### src/rtl/spi_master_ctrl.sv
// SPI mode-0 master, MSB first, one byte per start handshake, up to NUM_SS chip selects held across frames.
// Latency: rx_valid 16*CLK_DIV+1 cycles after the accepting edge; a last byte adds 2*CLK_DIV cycles before idle.
// Backpressure: start/cs_release are only honoured while busy=0; nothing is queued.
module spi_master_ctrl #(
    parameter int CLK_DIV = 4,
    parameter int NUM_SS  = 3
) (
    input  logic              sys_clk,
    input  logic              sys_rst_n,
    input  logic              start,
    input  logic [1:0]        ss_sel,
    input  logic [7:0]        tx_data,
    input  logic              last,
    input  logic              cs_release,
    output logic              busy,
    output logic [7:0]        rx_data,
    output logic              rx_valid,
    output logic              spi_SCLK,
    output logic              spi_MOSI,
    input  logic              spi_MISO,
    output logic [NUM_SS-1:0] spi_SS_n
);
    typedef enum logic [1:0] {IDLE, SHIFT, HOLD, DESEL} state_t;

    localparam logic [7:0] PH_MAX = 8'(CLK_DIV - 1);

    state_t     state_q, state_d;
    logic [7:0] phase_q;
    logic [2:0] bit_q;
    logic [7:0] tx_sh_q;
    logic [7:0] rx_sh_q;
    logic [1:0] ss_idx_q;
    logic       last_q;
    logic       held_q;

    logic phase_end;
    logic accept;
    logic sclk_rise;
    logic sclk_fall;
    logic byte_done;

    assign phase_end = (phase_q == PH_MAX);
    assign busy      = (state_q != IDLE);

    always_ff @(posedge sys_clk or negedge sys_rst_n) begin
        if (!sys_rst_n) begin
            state_q <= IDLE;
        end else begin
            state_q <= state_d;
        end
    end

    always_comb begin
        state_d   = state_q;
        accept    = 1'b0;
        sclk_rise = 1'b0;
        sclk_fall = 1'b0;
        byte_done = 1'b0;
        case (state_q)
            IDLE: begin
                // start takes priority over a simultaneous release
                if (start) begin
                    accept  = 1'b1;
                    state_d = SHIFT;
                end else if (cs_release && held_q) begin
                    state_d = DESEL;
                end
            end
            SHIFT: begin
                if (phase_end) begin
                    if (!spi_SCLK) begin
                        sclk_rise = 1'b1;
                    end else begin
                        sclk_fall = 1'b1;
                        if (bit_q == 3'd7) begin
                            byte_done = 1'b1;
                            state_d   = last_q ? HOLD : IDLE;
                        end
                    end
                end
            end
            HOLD: begin
                if (phase_end) state_d = DESEL;
            end
            DESEL: begin
                if (phase_end) state_d = IDLE;
            end
            default: state_d = IDLE;
        endcase
    end

    always_ff @(posedge sys_clk or negedge sys_rst_n) begin
        if (!sys_rst_n) begin
            phase_q  <= '0;
            bit_q    <= '0;
            tx_sh_q  <= '0;
            rx_sh_q  <= '0;
            ss_idx_q <= '0;
            last_q   <= 1'b0;
            held_q   <= 1'b0;
            rx_data  <= '0;
            rx_valid <= 1'b0;
            spi_SCLK <= 1'b0;
            spi_MOSI <= 1'b0;
        end else begin
            rx_valid <= 1'b0;
            if (state_q == IDLE || phase_end) phase_q <= '0;
            else                              phase_q <= phase_q + 8'd1;

            if (accept) begin
                tx_sh_q  <= tx_data;
                spi_MOSI <= tx_data[7];
                last_q   <= last;
                bit_q    <= '0;
                // a held select keeps its index for the rest of the frame
                if (!held_q) ss_idx_q <= ss_sel;
            end

            if (sclk_rise) begin
                spi_SCLK <= 1'b1;
                rx_sh_q  <= {rx_sh_q[6:0], spi_MISO};
            end

            if (sclk_fall) begin
                spi_SCLK <= 1'b0;
                if (byte_done) begin
                    rx_data  <= rx_sh_q;
                    rx_valid <= 1'b1;
                    if (!last_q) held_q <= 1'b1;
                end else begin
                    bit_q    <= bit_q + 3'd1;
                    tx_sh_q  <= {tx_sh_q[6:0], 1'b0};
                    spi_MOSI <= tx_sh_q[6];
                end
            end

            if (state_d == DESEL && state_q != DESEL) held_q <= 1'b0;
        end
    end

    always_comb begin
        spi_SS_n = '1;
        if (state_q == SHIFT || state_q == HOLD || (state_q == IDLE && held_q)) begin
            for (int i = 0; i < NUM_SS; i++) begin
                if (int'(ss_idx_q) == i) spi_SS_n[i] = 1'b0;
            end
        end
    end
endmodule

### config.mk
export PLATFORM = sky130hd
export DESIGN_NAME = spi_master_ctrl
export DESIGN_NICKNAME = d
export VERILOG_FILES = /design/src/rtl/spi_master_ctrl.sv
export SDC_FILE = /design/constraint.sdc
export NUM_CORES = 1
export LEC_CHECK = 0
export ABC_AREA = 1
export ABC_CLOCK_PERIOD_IN_PS = 2300
export CELL_PAD_IN_SITES_DETAIL_PLACEMENT = 1
export CELL_PAD_IN_SITES_GLOBAL_PLACEMENT = 1
export CORE_MARGIN = 4
export CORE_UTILIZATION = 43
export DETAILED_ROUTE_END_ITERATION = 16
export GPL_TIMING_DRIVEN = 0
export PLACE_DENSITY = 0.82
export RECOVER_POWER = 25
export SYNTH_ARGS = -nofsm -noshare
export SYNTH_HDL_FRONTEND = slang
export SYNTH_SLANG_ARGS = --single-unit
### constraint.sdc
create_clock -name sys_clk -period 2.3 [get_ports sys_clk]
set_input_delay 0.345 -clock sys_clk [delete_from_list [all_inputs] [get_ports sys_clk]]
set_output_delay 0.345 -clock sys_clk [all_outputs]
set_load 0.03 [all_outputs]
==> results.json <==
{
  "startpoint_type": "register",
  "finalSetupTns_ps": 0,
  "antenna_found_initial": 0,
  "preCtsSetupSlack_ps": 68.0,
  "drt_wl_total_mm": 4.94,
  "yosys-top-cells-count": "nand2_1, dfrtp_1, inv_1",
  "synthCells": 256,
  "cts.sinks": 43,
  "dpl_cell_area_sq_um": 2550,
  "synth_largest_area_cell": "dfrtp_1",
  "die_area_sq_um": 6190,
  "reg2regPathDepth": 8,
  "hold_class": "in2async",
  "cts.path.max_buffers": 2,
  "vias_per_cell": 5.00,
  "initial_core_util_pct": 44.9,
  "num_vias": 1805,
  "status": "finished, final reports clean",
  "yosysTopAreaCellShare_pct": 50.1,
  "fin_crit_ps": 2180,
  "synth_area_sq_um": 2150,
  "die-width_microns": 78.7,
  "io_buffers": 30,
  "worst_slack_ps": 120,
  "drive_above_1_share_pct": 10.5,
  "num_rows": 25,
  "cp_data_required_time_ps": 1960,
  "syn_area_per_cell_sq_um": 8.39,
  "dp_hpwl_mm": 3.69,
  "ys_seq_elements": 43,
  "rsz0062_at_grt": "false",
  "gr-total-overflow": 0,
  "cts_root_buf": "clkbuf_8",
  "dr.first_iter.drc_count": 42,
  "crit_type": "reg2out",
  "power_mw": 2.71,
  "grt_pass1_vias": 1877,
  "synth.distinct_cells": 27,
  "irDropWorstVdd_v": 0.000456,
  "ant_nets": 0,
  "numCtsBuffers": 5,
  "worstPathArrival_ps": 1830,
  "drc": 0,
  "finalNonFillerCells": 361,
  "postSynth.topFlopCell": "dfrtp_1",
  "synth-edff-count": 0,
  "nets": 318,
  "slew_violations": 0,
  "tritoncts": "yes",
  "insertion_delay_ps": 290,
  "finalCritPeriodShare_pct": 94.8,
  "p_leak_nw": 1.27,
  "h-tree-depth": 2,
  "synth_area_leaders": "dfrtp_1, nand2_1, inv_1",
  "design_area_sq_um": 2640,
  "maxCapViolCount": 0,
  "synth.net_count": 280,
  "chipHeight_microns": 78.7,
  "wl_per_cell_microns": 13.7,
  "max_freq_mhz": 459,
  "finalSetupViolCount": 0,
  "hold_violations": 0,
  "async_reset_ff_share_pct": 100,
  "tightest_slew_ps": 1150,
  "skew_ps": 8.04,
  "grt_max_degree": 23,
  "grt_pass1_wl_mm": 8.91,
  "clk_pin_slew_ps": 80,
  "grt_usage_pct": 18.2,
  "core_sq_um": 4790,
  "dr.pass1.iters": 4,
  "slew_headroom_pct": 23.2,
  "end_kind": "output pin",
  "fillers": 580,
  "ios": 31,
  "area_delta_synth_final_pct": 22.9,
  "gp_congestion": 0.784,
  "ys_seq_area_share_pct": 50.1,
  "dp_cells": 354,
  "synth_most_common_cell": "nand2_1",
  "diodes": 0,
  "final_util_pct": 55.2,
  "powerDensity_nw_per_um2": 1030,
  "holdWs_ps": 262,
  "crit_path_max_fanout": 4,
  "ys_warn_count": 0
}
==> path summary, 6_finish.rpt <==
check	startpoint	end	slack (ps)
worst max-delay path	state_q[0]$_DFF_PN0_	busy	120
worst min-delay path	sys_rst_n	rx_sh_q[4]$_DFFE_PN0P_	260
worst max register to register	state_q[0]$_DFF_PN0_	tx_sh_q[6]$_DFF_PN0_	400
worst min register to register	rx_data[7]$_DFFE_PN0P_	rx_data[7]$_DFFE_PN0P_	480
max in group asynchronous	sys_rst_n	bit_q[2]$_DFF_PN0_	510
min in group sys_clk	rx_data[7]$_DFFE_PN0P_	rx_data[7]$_DFFE_PN0P_	480
==> layout make-up <==
type,instances,area (sq um),area share [%]
clock buffer,6,72.6,2.75
sequential,43,1080,40.7
inverter,42,158,5.97
multi-input combinational,165,878,33.3
tap,67,83.8,3.17
clock inverter,1,30.0,1.14
buffer,6,40.0,1.52
timing repair buffer,31,303,11.5
==> repair_timing <==
| item | in CTS | in global routing |
|---|---|---|
| resized for setup | 4 | 1 |
| cloned | 0 | 0 |
| hold buffers | 0 | 0 |
| setup buffers | 0 | 0 |
| setup endpoints to repair | 3 | 3 |
==> critical path, stage by stage, from the launching register on <==
cell and delay (ps):
dfrtp_1 420, inv_1 110, ha_1 220, inv_1 110, clkdlybuf4s50_1 680
==> state kept, by name, summed over array words and instances (netlist names) <==
signal    cells
bit_q         3
held_q        1
last_q        1
phase_q       8
rx_data       8
rx_sh_q       8
rx_valid      1
spi_MOSI      1
spi_SCLK      1
ss_idx_q      2
state_q       2
tx_sh_q       7
==> routing by layer <==
metal / GRT usage [%] / share of wire [%] / up-vias
met1: 23.1 / 44 / 897
li1: - / - / 877
met5: 0 / 0 / -
met3: 3.67 / 3.2 / 9
met2: 30.4 / 51 / 22
met4: 7.34 / 1.6 / 0
==> cells in the final DEF, fill, tap and decap left out, types with 2 or more instances in the layout <==
master / Yosys / layout
buf_6: 2 / 2
a21oi_1: 2 / 2
or2_2: 2 / 2
nand3_1: 12 / 12
clkdlybuf4s50_1: 0 / 26
nand2_1: 65 / 65
nor3b_1: 2 / 2
inv_1: 41 / 40
clkbuf_8: 0 / 5
o21ai_2: 8 / 8
nor2_1: 20 / 20
dlygate4sd2_1: 0 / 3
clkbuf_1: 2 / 4
dfrtp_1: 43 / 43
ha_1: 8 / 8
nor2_2: 2 / 2
nor2_4: 2 / 2
nand4_1: 2 / 2
o21ai_1: 4 / 4
nor3_1: 4 / 4
nand2_2: 2 / 2
inv_2: 1 / 2
o211ai_1: 5 / 5
buf_2: 2 / 2
xor2_1: 2 / 2
o21ai_0: 18 / 18
==> kinds of logic after synthesis <==
group,Yosys count,synth area share (%)
xor gates and xnor gates,2,0.816
buffers and inverters,48,9.20
DFF,43,50.1
and+or+nand+nor,115,23.4
adders and majority gates,8,4.66
muxes,1,0.524
AOI/OAI and AO/OA,39,11.3
==> power breakdown <==
group          leakage [nW]  internal, mW  total, mW  switching, mW
logic                 0.654         0.401       1.09          0.693
clock network        0.0513         0.318      0.558          0.240
registers             0.563         0.935       1.06          0.123
total                  1.27          1.65       2.71           1.06
Power figures use the tool's default switching activity.
